File: config.mk
export PLATFORM = sky130hd
export DESIGN_NAME = riscv_cpu_mc
export DESIGN_NICKNAME = d
export VERILOG_FILES = /design/src/rtl/riscv_cpu_mc.sv
export SDC_FILE = /design/constraint.sdc
export NUM_CORES = 2
export LEC_CHECK = 0
export CAP_MARGIN = 20
export CORE_MARGIN = 2
export CORE_UTILIZATION = 60
export DETAILED_ROUTE_END_ITERATION = 8
export GPL_TIMING_DRIVEN = 0
export PLACE_DENSITY = 0.86
export SLEW_MARGIN = 30
export SYNTH_ARGS = -nofsm -noshare
export SYNTH_HDL_FRONTEND = slang
export SYNTH_SLANG_ARGS = --single-unit
File: constraint.sdc
create_clock -name clk -period 23.7 [get_ports clk]
set_input_delay 4.74 -clock clk [delete_from_list [all_inputs] [get_ports clk]]
set_output_delay 4.74 -clock clk [all_outputs]
set_load 0.05 [all_outputs]
File: src/rtl/riscv_cpu_mc.sv
// riscv_cpu_mc: multi-cycle RV32I/RV32E core on one shared valid/ready
// memory port, with a retired-instruction counter and a fault halt.
module riscv_cpu_mc #(
  parameter logic [31:0] RESET_PC = 32'h0000_0000,
  parameter int          NREGS    = 32
) (
  input  logic        clk,
  input  logic        reset,
  output logic        mem_req,
  output logic        mem_we,
  output logic [31:0] mem_addr,
  output logic [31:0] mem_wdata,
  input  logic [31:0] mem_rdata,
  input  logic        mem_ready,
  output logic [31:0] PC,
  output logic [31:0] retired,
  output logic        halted,
  output logic [1:0]  fault
);
  localparam logic [2:0] S_START  = 3'd0;
  localparam logic [2:0] S_FETCH  = 3'd1;
  localparam logic [2:0] S_DECODE = 3'd2;
  localparam logic [2:0] S_EXEC   = 3'd3;
  localparam logic [2:0] S_MEM    = 3'd4;
  localparam logic [2:0] S_WB     = 3'd5;
  localparam logic [2:0] S_HALT   = 3'd6;

  localparam int RW = (NREGS == 16) ? 4 : 5;

  logic [2:0]  state;
  logic [31:0] ir, a, b, imm, res;
  logic [31:0] rf [NREGS];

  logic [6:0] opc, f7;
  logic [4:0] rd, rs1, rs2;
  logic [2:0] f3;
  assign opc = ir[6:0];
  assign rd  = ir[11:7];
  assign f3  = ir[14:12];
  assign rs1 = ir[19:15];
  assign rs2 = ir[24:20];
  assign f7  = ir[31:25];

  logic is_lui, is_auipc, is_jal, is_jalr, is_br;
  logic is_ld, is_st, is_imm, is_reg;
  assign is_lui   = opc == 7'b0110111;
  assign is_auipc = opc == 7'b0010111;
  assign is_jal   = opc == 7'b1101111;
  assign is_jalr  = opc == 7'b1100111;
  assign is_br    = opc == 7'b1100011;
  assign is_ld    = opc == 7'b0000011;
  assign is_st    = opc == 7'b0100011;
  assign is_imm   = opc == 7'b0010011;
  assign is_reg   = opc == 7'b0110011;

  logic ok_op, use_rd, use_rs1, use_rs2, bad_reg, legal;
  always_comb begin
    ok_op   = 1'b0;
    use_rd  = 1'b0;
    use_rs1 = 1'b0;
    use_rs2 = 1'b0;
    unique case (1'b1)
      is_lui, is_auipc, is_jal: begin
        ok_op  = 1'b1;
        use_rd = 1'b1;
      end
      is_jalr, is_ld: begin
        ok_op   = is_jalr ? (f3 == 3'b000) : (f3 == 3'b010);
        use_rd  = 1'b1;
        use_rs1 = 1'b1;
      end
      is_br, is_st: begin
        ok_op   = is_br ? (f3[2:1] != 2'b01) : (f3 == 3'b010);
        use_rs1 = 1'b1;
        use_rs2 = 1'b1;
      end
      is_imm: begin
        ok_op = (f3 == 3'b001) ? (f7 == 7'h00) :
                (f3 == 3'b101) ? (f7 == 7'h00 || f7 == 7'h20) :
                1'b1;
        use_rd  = 1'b1;
        use_rs1 = 1'b1;
      end
      is_reg: begin
        ok_op = (f7 == 7'h00) ||
                (f7 == 7'h20 && (f3 == 3'b000 || f3 == 3'b101));
        use_rd  = 1'b1;
        use_rs1 = 1'b1;
        use_rs2 = 1'b1;
      end
      default: ;
    endcase
  end

  // RV32E: only the register fields the format really uses are checked
  assign bad_reg = (NREGS == 16) &&
                   ((use_rd && rd[4]) || (use_rs1 && rs1[4]) ||
                    (use_rs2 && rs2[4]));
  assign legal = ok_op && !bad_reg;

  logic [31:0] rv1, rv2, imm_d;
  assign rv1 = (rs1 == 5'd0) ? 32'd0 : rf[rs1[RW-1:0]];
  assign rv2 = (rs2 == 5'd0) ? 32'd0 : rf[rs2[RW-1:0]];

  always_comb begin
    imm_d = {{20{ir[31]}}, ir[31:20]};
    unique case (1'b1)
      is_st:
        imm_d = {{20{ir[31]}}, ir[31:25], ir[11:7]};
      is_br:
        imm_d = {{19{ir[31]}}, ir[31], ir[7],
                 ir[30:25], ir[11:8], 1'b0};
      is_lui, is_auipc:
        imm_d = {ir[31:12], 12'b0};
      is_jal:
        imm_d = {{11{ir[31]}}, ir[31], ir[19:12],
                 ir[20], ir[30:21], 1'b0};
      default: ;
    endcase
  end

  logic [31:0] opb, alu;
  logic [4:0]  sh;
  assign opb = is_reg ? b : imm;
  assign sh  = opb[4:0];

  always_comb begin
    alu = 32'd0;
    unique case (f3)
      3'b000: alu = (is_reg && ir[30]) ? a - opb : a + opb;
      3'b001: alu = a << sh;
      3'b010: alu = {31'b0, $signed(a) < $signed(opb)};
      3'b011: alu = {31'b0, a < opb};
      3'b100: alu = a ^ opb;
      3'b101: alu = ir[30] ? 32'($signed(a) >>> sh) : a >> sh;
      3'b110: alu = a | opb;
      3'b111: alu = a & opb;
      default: ;
    endcase
  end

  logic take;
  always_comb begin
    take = 1'b0;
    unique case (f3)
      3'b000: take = a == b;
      3'b001: take = a != b;
      3'b100: take = $signed(a) < $signed(b);
      3'b101: take = $signed(a) >= $signed(b);
      3'b110: take = a < b;
      3'b111: take = a >= b;
      default: ;
    endcase
  end

  logic [31:0] pc4, br_tgt, j_tgt, ea;
  logic        j_bad, ea_bad;
  assign pc4    = PC + 32'd4;
  assign br_tgt = PC + imm;
  assign ea     = a + imm;
  assign j_tgt  = is_jalr ? (ea & ~32'd1) : br_tgt;
  assign j_bad  = j_tgt[1:0] != 2'b00;
  assign ea_bad = ea[1:0] != 2'b00;

  always_ff @(posedge clk or posedge reset) begin
    if (reset) begin
      state   <= S_START;
      PC      <= RESET_PC;
      retired <= 32'd0;
      halted  <= 1'b0;
      fault   <= 2'd0;
      ir      <= 32'd0;
      a       <= 32'd0;
      b       <= 32'd0;
      imm     <= 32'd0;
      res     <= 32'd0;
    end else begin
      unique case (state)
        S_START: state <= S_FETCH;
        S_FETCH: if (mem_ready) begin
          ir    <= mem_rdata;
          state <= S_DECODE;
        end
        S_DECODE: begin
          a   <= rv1;
          b   <= rv2;
          imm <= imm_d;
          if (legal) begin
            state <= S_EXEC;
          end else begin
            state  <= S_HALT;
            halted <= 1'b1;
            fault  <= 2'd1;
          end
        end
        S_EXEC: unique case (1'b1)
          is_br: begin
            PC      <= take ? br_tgt : pc4;
            retired <= retired + 32'd1;
            state   <= S_FETCH;
          end
          is_jal, is_jalr: if (j_bad) begin
            state  <= S_HALT;
            halted <= 1'b1;
            fault  <= 2'd2;
          end else begin
            PC      <= j_tgt;
            retired <= retired + 32'd1;
            state   <= S_FETCH;
          end
          is_ld, is_st: if (ea_bad) begin
            state  <= S_HALT;
            halted <= 1'b1;
            fault  <= 2'd2;
          end else begin
            res   <= ea;
            state <= S_MEM;
          end
          default: begin
            res   <= is_lui ? imm : is_auipc ? br_tgt : alu;
            state <= S_WB;
          end
        endcase
        S_MEM: if (mem_ready) begin
          if (is_st) begin
            PC      <= pc4;
            retired <= retired + 32'd1;
            state   <= S_FETCH;
          end else begin
            res   <= mem_rdata;
            state <= S_WB;
          end
        end
        S_WB: begin
          PC      <= pc4;
          retired <= retired + 32'd1;
          state   <= S_FETCH;
        end
        S_HALT: ;
        default: state <= S_HALT;
      endcase
    end
  end

  logic        rf_we;
  logic [31:0] rf_wd;
  assign rf_we = (rd != 5'd0) &&
                 ((state == S_WB) ||
                  (state == S_EXEC && (is_jal || is_jalr) && !j_bad));
  assign rf_wd = (state == S_WB) ? res : pc4;

  always_ff @(posedge clk) begin
    if (rf_we) rf[rd[RW-1:0]] <= rf_wd;
  end

  // bus is a pure decode of registered state
  always_comb begin
    mem_req   = (state == S_FETCH) || (state == S_MEM);
    mem_we    = (state == S_MEM) && is_st;
    mem_addr  = 32'd0;
    mem_wdata = 32'd0;
    if (state == S_FETCH) mem_addr = PC;
    if (state == S_MEM)   mem_addr = res;
    if (mem_we)           mem_wdata = b;
  end
endmodule
==> metrics, run 1 <==
status stopped before the end; failing step global routing (5_1_grt); First Err [ERROR GRT-0116] Global routing finished with congestion. Check the congestion regions in the DRC Viewer.; asr flop ratio synth 18.3%; Port Buf Inserts 167; via count of the first global-routing pass 83300; Cells after Synth 6565; top cell type's share of synthesized area roughly two fifths; grt total ovfl 116; Clk Tree Root Cell clkbuf_16; part of the Yosys area used for sequential elements 49.1%; synth unique cells 110; IO Pins between 150 and 200; maximum clock path buffer count 3; post-DP HPWL roughly 300 mm; main flop type after synthesis edfxtp_1; #FFs+latches synth 1254; most frequent cell after synthesis edfxtp_1; Placer Congestion 1.18; area leader, netlist edfxtp_1; synthesized area per cell 11.3 um2; Setup Buffers After CTS 0; Post-Syn Area 74300 um2; synth cell count leaders edfxtp_1 (1024), a21oi_1 (647), mux2i_1 (433); GRT Util Overall approximately four fifths; H-Tree Depth 3; synth top area cells edfxtp_1 (41%), mux4_2 (7.8%), dfrtp_1 (7.7%), mux2i_1 (5.8%), a21oi_1 (4.4%); global-route wire length before repair 696 mm; Post-synth EDFFs 1024; Site Rows 129; cts bufs inserted 121; Die X-Extent 356 um; Die Height about 360 um; Yosys warning total 0; Initial Utilization 60.3%; largest net degree at the start of global routing 92; post-cts resize count 0; Sinks on Clock Net roughly 1300; CTS hold repair buffers 0
[cells by family after synthesis]
family,Yosys count,share of synthesized area [%]
other cells,1,0.00505
compound gates,2069,17.7
xor+xnor,139,1.64
flops,1254,49.1
simple gates,1392,8.69
mux,859,16.2
fa+ha+maj,191,3.25
buf+inv,660,3.47
[routing by layer]
| metal | track usage (%) | GRT overflow |
|---|---|---|
| met1 | 80.5 | 2 |
| met3 | 68.8 | 6 |
| met4 | 70.6 | 54 |
| met2 | 91.2 | 52 |
| met5 | 40.7 | 2 |
[through the flow]
step / utilization (%) / instances / instance area, um2 / setup WS, ns
after global placement: 63.4 / 8400 / 78100 / 9.13
after CTS: 69.0 / 8711 / 85000 / 13.82
after detailed placement: 65.5 / 8481 / 80700 / 14.91
after floorplan: - / 6596 / 74400 / 12.66
==> inputs of run 2 (changes only) <==
--- a/config.mk
+++ b/config.mk
@@ -7,10 +7,10 @@
 export LEC_CHECK = 0
 export CAP_MARGIN = 20
 export CORE_MARGIN = 2
-export CORE_UTILIZATION = 60
+export CORE_UTILIZATION = 40
 export DETAILED_ROUTE_END_ITERATION = 8
 export GPL_TIMING_DRIVEN = 0
-export PLACE_DENSITY = 0.86
+export PLACE_DENSITY_LB_ADDON = 0.15
 export SLEW_MARGIN = 30
 export SYNTH_ARGS = -nofsm -noshare
 export SYNTH_HDL_FRONTEND = slang
==> run 2 against run 1 <==
  * The run now ends clean
  * Synthesized cell count unchanged
  * Area after synthesis unchanged
==> metrics, run 2 <==
vias per cell 6.84; fmax 103 MHz; M1 GR Usage just over 50%; Worst setup EP type output pin; TritonCTS clock tree done; complex-gate fraction of the synthesized area between 10% and 20%; GRT met2 Usage about 64%; Cells after Synth approximately 6600; GRT Util Overall 42.2%; Port Buf Inserts 167; Worst Hold Depth 1; Area Growth Syn to Fin 17.8%; Sum Neg Setup Slack 0 ns; Post-Syn Area 74300 um2; cts bufs inserted approximately 140; Slew HR between 20% and 30%; Tcrit/Tclk final about two fifths; R2R Path Start ir[3]$_DFFE_PP0P_; CP Class flip-flop to output pin; #FFs+latches synth 1254; Die X-Extent roughly 440 um; status completed; Site Rows 158; initial antenna violation count 38; DRT iter0 DRCs between 9000 and 10000; Yosys warning total 0; synth top area cells edfxtp_1 (41%), mux4_2 (7.8%), dfrtp_1 (7.7%), mux2i_1 (5.8%), a21oi_1 (4.4%); Clk Tree Root Cell clkbuf_16; Die Footprint 189000 um2; largest net degree at the start of global routing 82; Hold Vio Cnt, Final 0; post-DP HPWL 320 mm; Initial Utilization 40.2%; Clk Latency, worst-skew pair 0.86 ns; Crit Reg-Reg Endpoint res[28]$_DFFE_PP0P_; most frequent cells in the layout edfxtp_1 (1024), a21oi_1 (626), mux2i_1 (433); met3 GRT Util 11.2%; max FFs per register between 1000 and 1500; layout cells sized above 1 14.9%; top cell type's share of synthesized area 41.4%; pwr dens 169 nW/um2; drt pass-1 iters 8; via count about 66000; CP Max Fanout 10; CP Launch Type flip-flop; Avg WL per Cell 42.7 um; hold wc startpoint retired[31]$_DFFE_PP0P_; R2R depth 20; pre-CTS setup slack 15.13 ns; largest family of logic cells by synthesized area compound AO/OA/AOI/OAI gates; H-Tree Depth 4; Worst Tran Pin Value roughly 1.2 ns; most common cell after layout, fill and taps aside edfxtp_1; part of the Yosys area used for sequential elements around half; min setup slack post-route about 14 ns; area leader, netlist edfxtp_1; Sinks on Clock Net 1254; Slew Viols, Final 0; Worst-path clk slew 0.07 ns; R2R Setup Slk 15.92 ns; Routed Antenna Nets 0; Core Area around 190000 um2; Worst EP required 18.96 ns; final WL around 410 mm; Setup Buffers After CTS 0; post-synthesis mux area share 16.2%; Final #Nets a little over 7000; Die Height 435 um; simple-gate share of the synthesized area just under 9%; type of the worst min-delay path flip-flop to flip-flop; synth cell count leaders edfxtp_1 (1024), a21oi_1 (647), mux2i_1 (433); Worst Hold End retired[31]$_DFFE_PP0P_; CTS hold repair buffers 0; busiest grt layer met2; synth unique cells 110; max-cap viol count 0; global-route wire length before repair 546 mm; IO Pins 168; RSZ-0062 raised after global routing false; worst ir drop on vdd between 0.08 and 0.09 mV; Post-synth EDFFs 1024; main flop type after synthesis edfxtp_1; endpoints failing setup 0; post-cts resize count 0; synthesized area per cell 11.3 um2; CP Data Arrival Time 4.94 ns; maximum clock path buffer count 3; min cycle time layout 9.68 ns; clk_skew between 0.06 and 0.07 ns; LEAKAGE 30.2 nW; grt total ovfl 0; Synth Area in XOR/XNOR under 10%; Placer Congestion 1.10; area share of fa/ha/maj cells after synthesis 3.25%; DR DRC count 0; asr flop ratio synth between 10% and 20%; via count of the first global-routing pass 62500; most frequent cell after synthesis edfxtp_1
==> run 2: cell counts after synthesis <==
No cell type changed its count.
==> run 2: critical path, cell delays in order, from the launching register on <==
cell and delay, ns:
dfrtp_1 0.41, nand2b_1 0.36, nor2_1 0.58, clkbuf_1 0.73, buf_1 0.67, and3_1 0.48
clkdlybuf4s50_1 0.87
==> run 2: layer usage <==
metal	share of wire, %	vias up	wire length, um
met5	0.038	-	156
met4	9.3	22	38400
met3	10	1201	42700
met2	44	4565	181000
met1	36	33400	149000
li1	-	26700	-
==> run 2: worst max path at each step <==
stage / slack [ns] / end / startpoint / depth (start not counted)
after floorplan: 12.66 / PC[0]$_DFFE_PP0P_ / reset / 1
final: 14.02 / mem_wdata[0] / state[1]$_DFFE_PP0P_ / 6
after global placement: 8.70 / b[19]$_DFFE_PP0P_ / reset / 2
after detailed placement: 15.13 / mem_wdata[0] / state[1]$_DFFE_PP0P_ / 6
after global routing: 14.07 / mem_wdata[0] / state[1]$_DFFE_PP0P_ / 6
after CTS: 14.26 / mem_wdata[0] / state[1]$_DFFE_PP0P_ / 6
==> run 2: area by class of cell <==
type                            count  area [um2]
Sequential cell                  1254       36500
Fill cell                       16900       97500
Clock buffer                      173        3810
Inverter                          175         667
Clock inverter                     89        1020
Multi-Input combinational cell   4682       36000
Antenna cell                       23        57.6
Buffer                            485        2040
Timing Repair Buffer              278        4250
Tap cell                         2480        3100
==> run 2: report_power, final <==
| group | internal (mW) | total, mW | switching, mW |
|---|---|---|---|
| clock network | 1.31 | 2.32 | 1.01 |
| registers | 2.85 | 3.41 | 0.560 |
| logic | 2.53 | 9.06 | 6.54 |
| total | 6.68 | 14.8 | 8.11 |
==> run 2: kinds of logic after synthesis <==
kind of cell / count (synthesis)
compound gates: 2069
simple gates: 1392
flops: 1254
mux: 859
buf+inv: 660
fa+ha+maj: 191
xor+xnor: 139
other cells: 1
==> run 2: metrics by stage <==
stage / util, % / cell area [um2] / hold slack, ns / cells / total power, mW
6_report: 47.3 / 87500 / 0.475 / 9639 / 14.8
2_1_floorplan: - / 74400 / 0.468 / 6596 / 7.69
3_3_place_gp: 42.8 / 79200 / 0.464 / 9243 / 11.8
4_1_cts: 47.2 / 87400 / 0.476 / 9616 / 14.4
3_5_place_dp: 44.6 / 82600 / 0.469 / 9354 / 12.1
5_1_grt: 47.3 / 87500 / 0.496 / 9624 / 15.0
No activity file was read; power rests on OpenSTA's default activity.
